$ cat src/rtl/ram_scan_ctrl_if.sv
`default_nettype none
// ============================================================================
// Module   : ram_scan_ctrl_if
// Purpose  : Bundles the mode/address/data controls and the access/status
//            outputs of ram_scan_ctrl into one interface.
// Ports    : mode, addr_in, data_in, wren, start  (controller inputs)
//            addr_o, q, write_o, tick_o, busy, done (controller outputs)
// Modports : master - drives the controls, observes the outputs
//            slave  - the controller side
// Revision : 1.0 - initial release
// ============================================================================
interface ram_scan_ctrl_if #(
  parameter int DATA_W = 8,
  parameter int ADDR_W = 5
);
  logic [1:0]        mode;
  logic [ADDR_W-1:0] addr_in;
  logic [DATA_W-1:0] data_in;
  logic              wren;
  logic              start;
  logic [ADDR_W-1:0] addr_o;
  logic [DATA_W-1:0] q;
  logic              write_o;
  logic              tick_o;
  logic              busy;
  logic              done;

  modport master (
    output mode, addr_in, data_in, wren, start,
    input  addr_o, q, write_o, tick_o, busy, done
  );

  modport slave (
    input  mode, addr_in, data_in, wren, start,
    output addr_o, q, write_o, tick_o, busy, done
  );
endinterface
`default_nettype wire

$ cat src/rtl/ram_scan_ctrl.sv
`default_nettype none
// ============================================================================
// Module   : ram_scan_ctrl
// Purpose  : Single-port RAM controller stepped by a slow tick derived from
//            the system clock. Modes: manual read/write (00), address scan
//            (01), self-running fill with busy/done handshake (10), hold (11).
// Ports    : CLOCK_50 - system clock, rising edge
//            reset    - synchronous, active-high
//            bus      - ram_scan_ctrl_if.slave (controls in, access/status out)
// Revision : 1.0 - initial release
// ============================================================================
module ram_scan_ctrl #(
  parameter int DATA_W   = 8,
  parameter int ADDR_W   = 5,
  parameter int DEPTH    = 32,
  parameter int TICK_DIV = 25000000
) (
  input  logic           CLOCK_50,
  input  logic           reset,
  ram_scan_ctrl_if.slave bus
);

  localparam int                c_DIV_W   = (TICK_DIV > 2) ? $clog2(TICK_DIV) : 1;
  localparam logic [c_DIV_W-1:0] c_DIV_MAX = c_DIV_W'(TICK_DIV - 1);
  localparam logic [ADDR_W-1:0] c_LAST    = ADDR_W'(DEPTH - 1);
  localparam logic [ADDR_W:0]   c_DEPTH   = (ADDR_W + 1)'(DEPTH);
  localparam int                c_WORDS   = 2 ** ADDR_W;

  typedef enum logic [0:0] {
    S_IDLE = 1'b0,
    S_FILL = 1'b1
  } state_t;

  state_t              r_state;
  state_t              w_state_nxt;
  logic [c_DIV_W-1:0]  r_div;
  logic                w_tick;
  logic [ADDR_W-1:0]   r_ptr;
  logic [ADDR_W-1:0]   r_addr;
  logic [DATA_W-1:0]   r_q;
  logic                r_write;
  logic                r_done;
  logic                w_fill_wr;
  logic                w_fill_last;
  logic [DATA_W-1:0]   w_fill_val;
  logic                w_addr_ok;
  logic [ADDR_W-1:0]   w_scan_addr;
  logic                w_mem_we;
  logic [ADDR_W-1:0]   w_mem_addr;
  logic [DATA_W-1:0]   w_mem_wdata;

  // Sized to the full address space so any ADDR_W-wide index is legal;
  // only words below DEPTH are ever written or read.
  logic [DATA_W-1:0]   r_mem [c_WORDS];

  // --------------------------------------------------------------------------
  // Step tick
  // --------------------------------------------------------------------------
  assign w_tick = (r_div == c_DIV_MAX);

  always_ff @(posedge CLOCK_50) begin
    if (reset) begin
      r_div <= '0;
    end else if (w_tick) begin
      r_div <= '0;
    end else begin
      r_div <= r_div + 1'b1;
    end
  end

  // --------------------------------------------------------------------------
  // Fill FSM
  // --------------------------------------------------------------------------
  always_ff @(posedge CLOCK_50) begin
    if (reset) begin
      r_state <= S_IDLE;
    end else begin
      r_state <= w_state_nxt;
    end
  end

  always_comb begin
    w_state_nxt = r_state;
    w_fill_wr   = 1'b0;
    w_fill_last = 1'b0;
    case (r_state)
      S_IDLE: begin
        if (bus.start && (bus.mode == 2'b10)) begin
          w_state_nxt = S_FILL;
        end
      end
      S_FILL: begin
        if (w_tick) begin
          w_fill_wr = 1'b1;
          if (r_ptr == c_LAST) begin
            w_fill_last = 1'b1;
            w_state_nxt = S_IDLE;
          end
        end
      end
      default: w_state_nxt = S_IDLE;
    endcase
  end

  // --------------------------------------------------------------------------
  // Address/data helpers
  // --------------------------------------------------------------------------
  assign w_fill_val = bus.data_in + DATA_W'(r_ptr);
  assign w_addr_ok  = ({1'b0, bus.addr_in} < c_DEPTH);
  // A leftover out-of-range manual address restarts the scan at 0, same as wrap.
  assign w_scan_addr = (r_addr >= c_LAST) ? '0 : r_addr + 1'b1;

  // --------------------------------------------------------------------------
  // RAM write port (contents survive reset; a tick during reset never writes)
  // --------------------------------------------------------------------------
  always_comb begin
    w_mem_we    = 1'b0;
    w_mem_addr  = r_ptr;
    w_mem_wdata = w_fill_val;
    if (!reset) begin
      if (w_fill_wr) begin
        w_mem_we = 1'b1;
      end else if ((r_state == S_IDLE) && w_tick && (bus.mode == 2'b00) &&
                   bus.wren && w_addr_ok) begin
        w_mem_we    = 1'b1;
        w_mem_addr  = bus.addr_in;
        w_mem_wdata = bus.data_in;
      end
    end
  end

  always_ff @(posedge CLOCK_50) begin
    if (w_mem_we) begin
      r_mem[w_mem_addr] <= w_mem_wdata;
    end
  end

  // --------------------------------------------------------------------------
  // Access result registers and fill pointer
  // --------------------------------------------------------------------------
  always_ff @(posedge CLOCK_50) begin
    if (reset) begin
      r_ptr   <= '0;
      r_addr  <= '0;
      r_q     <= '0;
      r_write <= 1'b0;
      r_done  <= 1'b0;
    end else begin
      r_done <= w_fill_last;
      if (r_state == S_FILL) begin
        if (w_fill_wr) begin
          r_addr  <= r_ptr;
          r_q     <= w_fill_val;
          r_write <= 1'b1;
          r_ptr   <= w_fill_last ? '0 : r_ptr + 1'b1;
        end
      end else begin
        // Pointer parked at 0 so every fill starts from the first word.
        r_ptr <= '0;
        if (w_tick) begin
          case (bus.mode)
            2'b00: begin
              r_addr <= bus.addr_in;
              if (!w_addr_ok) begin
                r_q     <= '0;
                r_write <= 1'b0;
              end else if (bus.wren) begin
                r_q     <= bus.data_in;
                r_write <= 1'b1;
              end else begin
                r_q     <= r_mem[bus.addr_in];
                r_write <= 1'b0;
              end
            end
            2'b01: begin
              r_addr  <= w_scan_addr;
              r_q     <= r_mem[w_scan_addr];
              r_write <= 1'b0;
            end
            default: begin
            end
          endcase
        end
      end
    end
  end

  assign bus.addr_o  = r_addr;
  assign bus.q       = r_q;
  assign bus.write_o = r_write;
  assign bus.tick_o  = w_tick;
  assign bus.busy    = (r_state == S_FILL);
  assign bus.done    = r_done;

endmodule
`default_nettype wire

$ cat src/flat_wrapper.sv
// flat-port wrapper written by rule: the top's interface ports become plain ports
module ram_scan_ctrl_flat 
#(
  parameter int DATA_W   = 8,
  parameter int ADDR_W   = 5,
  parameter int DEPTH    = 32,
  parameter int TICK_DIV = 25000000
)
  (CLOCK_50, reset, bus_mode, bus_addr_in, bus_data_in, bus_wren, bus_start, bus_addr_o, bus_q, bus_write_o, bus_tick_o, bus_busy, bus_done);
  ram_scan_ctrl_if #(.DATA_W(DATA_W), .ADDR_W(ADDR_W)) bus_i ();
  input  logic CLOCK_50;
  input  logic reset;
  input wire logic [$bits(bus_i.mode)-1:0] bus_mode;
  input wire logic [$bits(bus_i.addr_in)-1:0] bus_addr_in;
  input wire logic [$bits(bus_i.data_in)-1:0] bus_data_in;
  input wire logic [$bits(bus_i.wren)-1:0] bus_wren;
  input wire logic [$bits(bus_i.start)-1:0] bus_start;
  output wire logic [$bits(bus_i.addr_o)-1:0] bus_addr_o;
  output wire logic [$bits(bus_i.q)-1:0] bus_q;
  output wire logic [$bits(bus_i.write_o)-1:0] bus_write_o;
  output wire logic [$bits(bus_i.tick_o)-1:0] bus_tick_o;
  output wire logic [$bits(bus_i.busy)-1:0] bus_busy;
  output wire logic [$bits(bus_i.done)-1:0] bus_done;
  assign bus_i.mode = bus_mode;
  assign bus_i.addr_in = bus_addr_in;
  assign bus_i.data_in = bus_data_in;
  assign bus_i.wren = bus_wren;
  assign bus_i.start = bus_start;
  assign bus_addr_o = bus_i.addr_o;
  assign bus_q = bus_i.q;
  assign bus_write_o = bus_i.write_o;
  assign bus_tick_o = bus_i.tick_o;
  assign bus_busy = bus_i.busy;
  assign bus_done = bus_i.done;
  ram_scan_ctrl #(.DATA_W(DATA_W), .ADDR_W(ADDR_W), .DEPTH(DEPTH), .TICK_DIV(TICK_DIV)) u_core (.CLOCK_50(CLOCK_50), .reset(reset), .bus(bus_i));
endmodule
$ cat config.mk
export PLATFORM = sky130hd
export DESIGN_NAME = ram_scan_ctrl_flat
export DESIGN_NICKNAME = d
export VERILOG_FILES = /design/src/rtl/ram_scan_ctrl_if.sv /design/src/rtl/ram_scan_ctrl.sv /design/src/flat_wrapper.sv
export SDC_FILE = /design/constraint.sdc
export NUM_CORES = 1
export LEC_CHECK = 0
export ABC_CLOCK_PERIOD_IN_PS = 5000
export CAP_MARGIN = 25
export CORE_MARGIN = 5
export CORE_UTILIZATION = 50
export CTS_BUF_LIST = sky130_fd_sc_hd__clkbuf_4 sky130_fd_sc_hd__clkbuf_8
export DETAILED_ROUTE_END_ITERATION = 12
export DONT_BUFFER_PORTS = 1
export PLACE_DENSITY = 0.74
export SYNTH_ARGS = -nofsm -noshare
export SYNTH_HDL_FRONTEND = slang
export SYNTH_SLANG_ARGS = --single-unit
$ cat constraint.sdc
create_clock -name CLOCK_50 -period 5 [get_ports CLOCK_50]
set_input_delay 1.5 -clock CLOCK_50 [delete_from_list [all_inputs] [get_ports CLOCK_50]]
set_output_delay 1.5 -clock CLOCK_50 [all_outputs]
set_load 0.01 [all_outputs]
==> results.md, run 1 <==
* Status: finished clean
* Layout cells sized above 1 at 0.216
* Post-layout util at 0.549
* WP data arrival at about 2300 ps
* Initial antenna violation count at 0
* Num ports at 36
* Pwr/cell area at 305 mW/mm^2
* EDFF count, synth at ~260
* Worst Hold Class: register to register
* Clk slew on worst S/H paths at 60 ps
* Sequential cell area at 0.00861 sq mm
* Core box area at ~0.030 sq mm
* Startpoint Class: register
* Clock Root Buffer: clkbuf_8
* Post-Syn Instances at 1028
* Slew margin rel. at 0.361
* Final Max Slew Viols at 0
* Max_cap viols at 0
* Clock sinks at 302
* Peak supply drop at between 0.15 and 0.2 mV
* Leak Pwr at 5.26 nW
* PortBufs at 0
* WL per Instance at 27.0 um
* Layout overhead on the synthesized area at 8.91%
* CTS Buf Count at 47
* Worst endpoint required time at 3500 ps
* DPL Wire Length at 25600 um
* Setup Crit Path Kind: register to primary output
* Ant diodes at 0
* Synth Register Bits at 302
* Max Clock Skew at roughly 20 ps
* Dpl cells at about 1400
* Final GP Congestion at 0.958
* YS warnings at 0
* Minimum clock period at 3790 ps
* RSZ-0062 raised after global routing: false
* Max FO, Critical Path at 12
* Fillers at 2318
* Post-synth cell types at 68
* Initial Utilization at 0.504
* Syn nets at 1058
* DRT iter0 DRCs at 1288
* Vias in the first global route at 9835
* Via-per-instance ratio at 6.64
* Fmax at 0.264 GHz
* 1st-pass router iterations at 5
* Nets at ~1100
* Async SR Flop Fraction at 0
* Vias at 9673
* Hold-fix buffers, CTS at 0
* Row cnt at 63
* Seq/Total Area, Yosys at 0.578
* Most frequent cells in the layout: edfxtp_1, mux4_2, nand2_1
* Final non-filler cell total at 1457
* Global-route wire length before repair at between 60000 and 70000 um
* Post-synth top flop: edfxtp_1
* DRC at 0
* Clk_lat worst skew at 560 ps
* Die Area at ~0.033 sq mm
* Area after DPL at 0.0153 sq mm
* Die span in y at 183 um
* Largest net degree at the start of global routing at 91
* CTS tree: done
* Post-cts sizing count at 0
* Post-Route WL at 39300 um
* Fin crit share at 0.759
* Final setup vio count at 0
* Footprint of the multi-input gates at 0.00597 sq mm
* Gr usage total at 0.238
* Avg Cell Area, Syn at 14.5 sq um
* Synthesized area at 0.0149 sq mm
* CTS max path bufs at 3
* Routed Antenna Nets at 0
* Worst setup EP type: primary output
* Setup TNS at 0 ps
* Actual slew at the worst max-slew pin at 957 ps
* Post-CTS setup repair buffer count at 0
* Final hold vios at 0
* Die width at 183 um
* Leading cell type in the layout, fill and taps excluded: edfxtp_1
* Grt total ovfl at 0
* Final Cell Area at 0.0162 sq mm
* Htree depth at 2
[routing by layer]
metal  wire length (um)  track usage
met1              14800        0.326
met2              18100        0.368
met3               4950       0.0690
met4               1500       0.0847
met5                  0            0
[Yosys cell counts, types with 14 or more instances]
cell / instances / area share
edfxtp_1: 256 / 0.52
clkbuf_1: 22 / 0.0055
a211oi_1: 14 / 0.0071
dfxtp_1: 46 / 0.062
a21oi_1: 52 / 0.017
nand2_1: 88 / 0.022
nand3_1: 27 / 0.0091
xor2_1: 22 / 0.013
nor2_1: 84 / 0.021
mux2i_1: 52 / 0.035
buf_2: 29 / 0.0097
o21ai_0: 14 / 0.0047
a22oi_1: 20 / 0.010
mux4_2: 111 / 0.17
[path summary, 6_finish.rpt]
check | depth (start not counted) | end | slack, ps | startpoint
worst max-delay path | 4 | bus_tick_o | 1210 | u_core.r_div[0]$_SDFF_PP0_
worst min-delay path | 2 | u_core.r_div[14]$_SDFF_PP0_ | 510 | u_core.r_div[14]$_SDFF_PP0_
worst max register to register | 7 | u_core.r_mem[28][5]$_DFFE_PP_ | 1390 | u_core.bus.busy$_SDFF_PP0_
worst min register to register | 2 | u_core.r_div[14]$_SDFF_PP0_ | 510 | u_core.r_div[14]$_SDFF_PP0_
[registers in the layout, indices dropped and copies added (netlist names)]
signal / flops
u_core.bus.addr_o: 5
u_core.bus.busy: 1
u_core.bus.done: 1
u_core.bus.q: 8
u_core.bus.write_o: 1
u_core.r_div: 25
u_core.r_mem: 256
u_core.r_ptr: 5
[final cells by class]
cell class | instances | area share
Sequential cell | 302 | 0.530
Clock inverter | 22 | 0.00971
Multi-Input combinational cell | 646 | 0.368
Tap cell | 390 | 0.0301
Clock buffer | 62 | 0.0468
Inverter | 12 | 0.00278
Timing Repair Buffer | 23 | 0.0122
[logic make-up (layout without fill, tap and decap cells)]
| logic type | count (synthesis) | in the layout | share of synthesized area |
|---|---|---|---|
| flip-flops | 302 | 302 | 0.578 |
| AND/OR/NAND/NOR | 286 | 286 | 0.0963 |
| adder cells (fa/ha/maj) | 11 | 11 | 0.00974 |
| buffers and inverters | 80 | 119 | 0.0251 |
| XOR/XNOR | 32 | 32 | 0.0188 |
| multiplexers | 167 | 167 | 0.206 |
| AO/OA/AOI/OAI | 150 | 150 | 0.0667 |
[through the flow]
stage,setup slack (ps),hold WS [ps],total power (W)
2_1_floorplan,735,438,0.00295
3_3_place_gp,845,456,0.00297
3_5_place_dp,787,496,0.00297
4_1_cts,1190,502,0.00497
5_1_grt,1090,541,0.00512
6_report,1210,507,0.00495
[power by group]
part,internal (W),switching (W),leakage [nW]
Combinational,0.0000795,0.000104,2.12
Clock,0.00110,0.000941,0.475
Sequential,0.00273,0.00000555,2.67
Total,0.00390,0.00105,5.26
[worst max-delay path, cell delays in order, from the launching register on]
cell	delay [ps]
dfxtp_1	400
ha_1	260
nand3_1	220
or4_4	670
inv_1	190
(Power assumes the default switching activity.)
==> inputs of run 2 (changes only) <==
ABC_CLOCK_PERIOD_IN_PS = 3600   (was 5000)
clock period = 3.6 ns   (was 5 ns; I/O delays follow)
==> run 2 against run 1 <==
  * Routed wire length shrank 1.5%
  * Register-to-register slack worse by 1000 ps
  * Global-route usage fell by 0.64 points
  * Clock-buffer cell count shrank 1
  * Combinational power increased by 47%
  * Cell count grew 1.5%
  * Clock skew shrank 5.9 ps
  * Sequential power grew 39%
==> results.md, run 2 (synthesis results as in run 1) <==
* DRT iter0 DRCs at 1125 (-13%)
* WP buf/inv at 1 (unchanged)
* Most frequent cells in the layout: edfxtp_1, mux4_2, nand2_1
* Clock sinks at 302 (unchanged)
* Post-CTS setup repair buffer count at 0 (unchanged)
* Final hold vios at 0 (unchanged)
* Vias at 9685 (+0.12%)
* 1st-pass router iterations at 5 (unchanged)
* Clk slew on worst S/H paths at 60 ps (about the same)
* Peak supply drop at 0.213 mV (+31%)
* WL per Instance at 26.2 um (-3.0%)
* Launch point of the worst path: u_core.r_div[0]$_SDFF_PP0_
* Met1 Usage GRT at 0.312 (-0.0139)
* Hold-fix buffers, CTS at 0 (unchanged)
* Worst setup EP type: primary output
* Initial Utilization at 0.504 (unchanged)
* WP data arrival at 2280 ps (about the same)
* Post-Route WL at 38700 um (-1.5%)
* Initial antenna violation count at 0 (unchanged)
* Final Max Slew Viols at 0 (unchanged)
* Final setup vio count at 0 (unchanged)
* Fillers at 2297 (-0.91%)
* Final Cell Area at 0.0165 sq mm (+1.9%)
* GRT busiest layer: met2
* PortBufs at 0 (unchanged)
* Final GP Congestion at 0.961 (+0.33%)
* Die span in y at 183 um (unchanged)
* Hold Startpoint: u_core.r_div[0]$_SDFF_PP0_
* Worst path max stage delay at 660 ps (about the same)
* Cell Chain, Critical Path: ha_1 -> nand3_1 -> or4_4 -> inv_1
* DRC at 0 (unchanged)
* Area after DPL at 0.0155 sq mm (+1.4%)
* Clock Root Buffer: clkbuf_8
* Vias in the first global route at 9608 (-2.3%)
* Htree depth at 2 (unchanged)
* Layout cells sized above 1 at 0.237 (+0.0204)
* Core box area at 0.0296 sq mm (unchanged)
* Setup Crit Path Kind: register to primary output
* Pre-CTS setup slack at 134 ps (-653 ps)
* DPL Wire Length at 25500 um (-0.41%)
* CTS max path bufs at 3 (unchanged)
* Worst endpoint required time at 2520 ps (-980 ps)
* Max_cap viols at 0 (unchanged)
* Max FO, Critical Path at 12 (unchanged)
* Status: finished clean
* Num ports at 36 (unchanged)
* Worst Hold Class: register to register
* Pwr/cell area at 433 mW/mm^2 (+42%)
* Minimum clock period at between 3000 and 4000 ps
* Post-cts sizing count at 0 (unchanged)
* Via-per-instance ratio at 6.55 (-1.4%)
* Post-route setup slack at 241 ps (-966 ps)
* Global-route wire length before repair at 58400 um (-3.6%)
* Critical path's slowest cell: or4_4
* Die width at 183 um (unchanged)
* GR Layer Usage met3 at 0.0630 (-0.00598)
* Actual slew at the worst max-slew pin at 925 ps (-31.6 ps)
* CTS tree: done
* Nets at 1086 (+2.3%)
* Fmax at 0.298 GHz
* Largest register FFs at 256 (unchanged)
* Startpoint Class: register
* Max Clock Skew at 14.0 ps (-5.92 ps)
* Routed Antenna Nets at 0 (unchanged)
* Grt met2 use at 0.373 (+0.00504)
* Layout overhead on the synthesized area at 11.0%
* Die Area at 0.0334 sq mm (unchanged)
* Leading cell type in the layout, fill and taps excluded: edfxtp_1
* Largest net degree at the start of global routing at 91 (unchanged)
* Worst path top cell family by delay: simple AND/OR/NAND/NOR gates
* Leak Pwr at 5.44 nW (+3.5%)
* RSZ-0062 raised after global routing: false
* Ant diodes at 0 (unchanged)
* Grt total ovfl at 0 (unchanged)
* Reg with most FFs: u_core.r_mem
* Fin crit share at 0.933
* CTS Buf Count at 48 (+2.1%)
* Row cnt at 63 (unchanged)
* Slew margin rel. at 0.381 (+0.0197)
* Worst R2R Start: u_core.r_div[0]$_SDFF_PP0_
* Clk_lat worst skew at 570 ps (about the same)
* Gr usage total at 0.232 (-0.00640)
[run 2: metrics by stage]
stage	hold slack (ps)	total power (W)	setup TNS, ps	cells	utilization
finish	482	0.00716	0	1479	0.559
global route	517	0.00738	0	1479	0.559
CTS	480	0.00720	0	1479	0.559
detailed placement	466	0.00413	0	1396	0.525
global placement	454	0.00413	-1920	1395	0.525
floorplan	438	0.00410	-5600	1028	-
[run 2: worst reg2reg max path, stage by stage, from the launching register on]
cell	delay (ps)
dfxtp_1	390
ha_1	250
nand3_1	200
or4_4	660
a21oi_1	200
nand2_1	310
nor2_1	810
[run 2: worst paths after layout]
| path | end | slack (ps) | cells after the start |
|---|---|---|---|
| worst max register to register | u_core.r_mem[12][1]$_DFFE_PP_ | 390 | 6 |
| worst min register to register | u_core.r_div[0]$_SDFF_PP0_ | 480 | 1 |
| worst min-delay path | u_core.r_div[0]$_SDFF_PP0_ | 480 | 1 |
| worst max-delay path | bus_tick_o | 240 | 4 |
[run 2: layout make-up]
cell class	instances	area (sq um)	area share
Tap cell	390	488	0.0295
Inverter	12	45.0	0.00272
Clock inverter	22	243	0.0147
Timing Repair Buffer	46	415	0.0251
Sequential cell	302	8610	0.521
Clock buffer	61	764	0.0462
Multi-Input combinational cell	646	5970	0.361
[run 2: report_power, final]
group	switching [W]	leakage [nW]	total [W]	internal [W]
Sequential	0.00000321	2.67	0.00379	0.00379
Clock	0.00134	0.531	0.00310	0.00176
Combinational	0.000151	2.24	0.000270	0.000119
Total	0.00149	5.44	0.00716	0.00567
[run 2: metal layers]
layer / up-vias / wire length [um]
li1: 4149 / -
met5: - / 0
met4: 0 / 1310
met2: 578 / 18300
met1: 4852 / 14600
met3: 106 / 4440
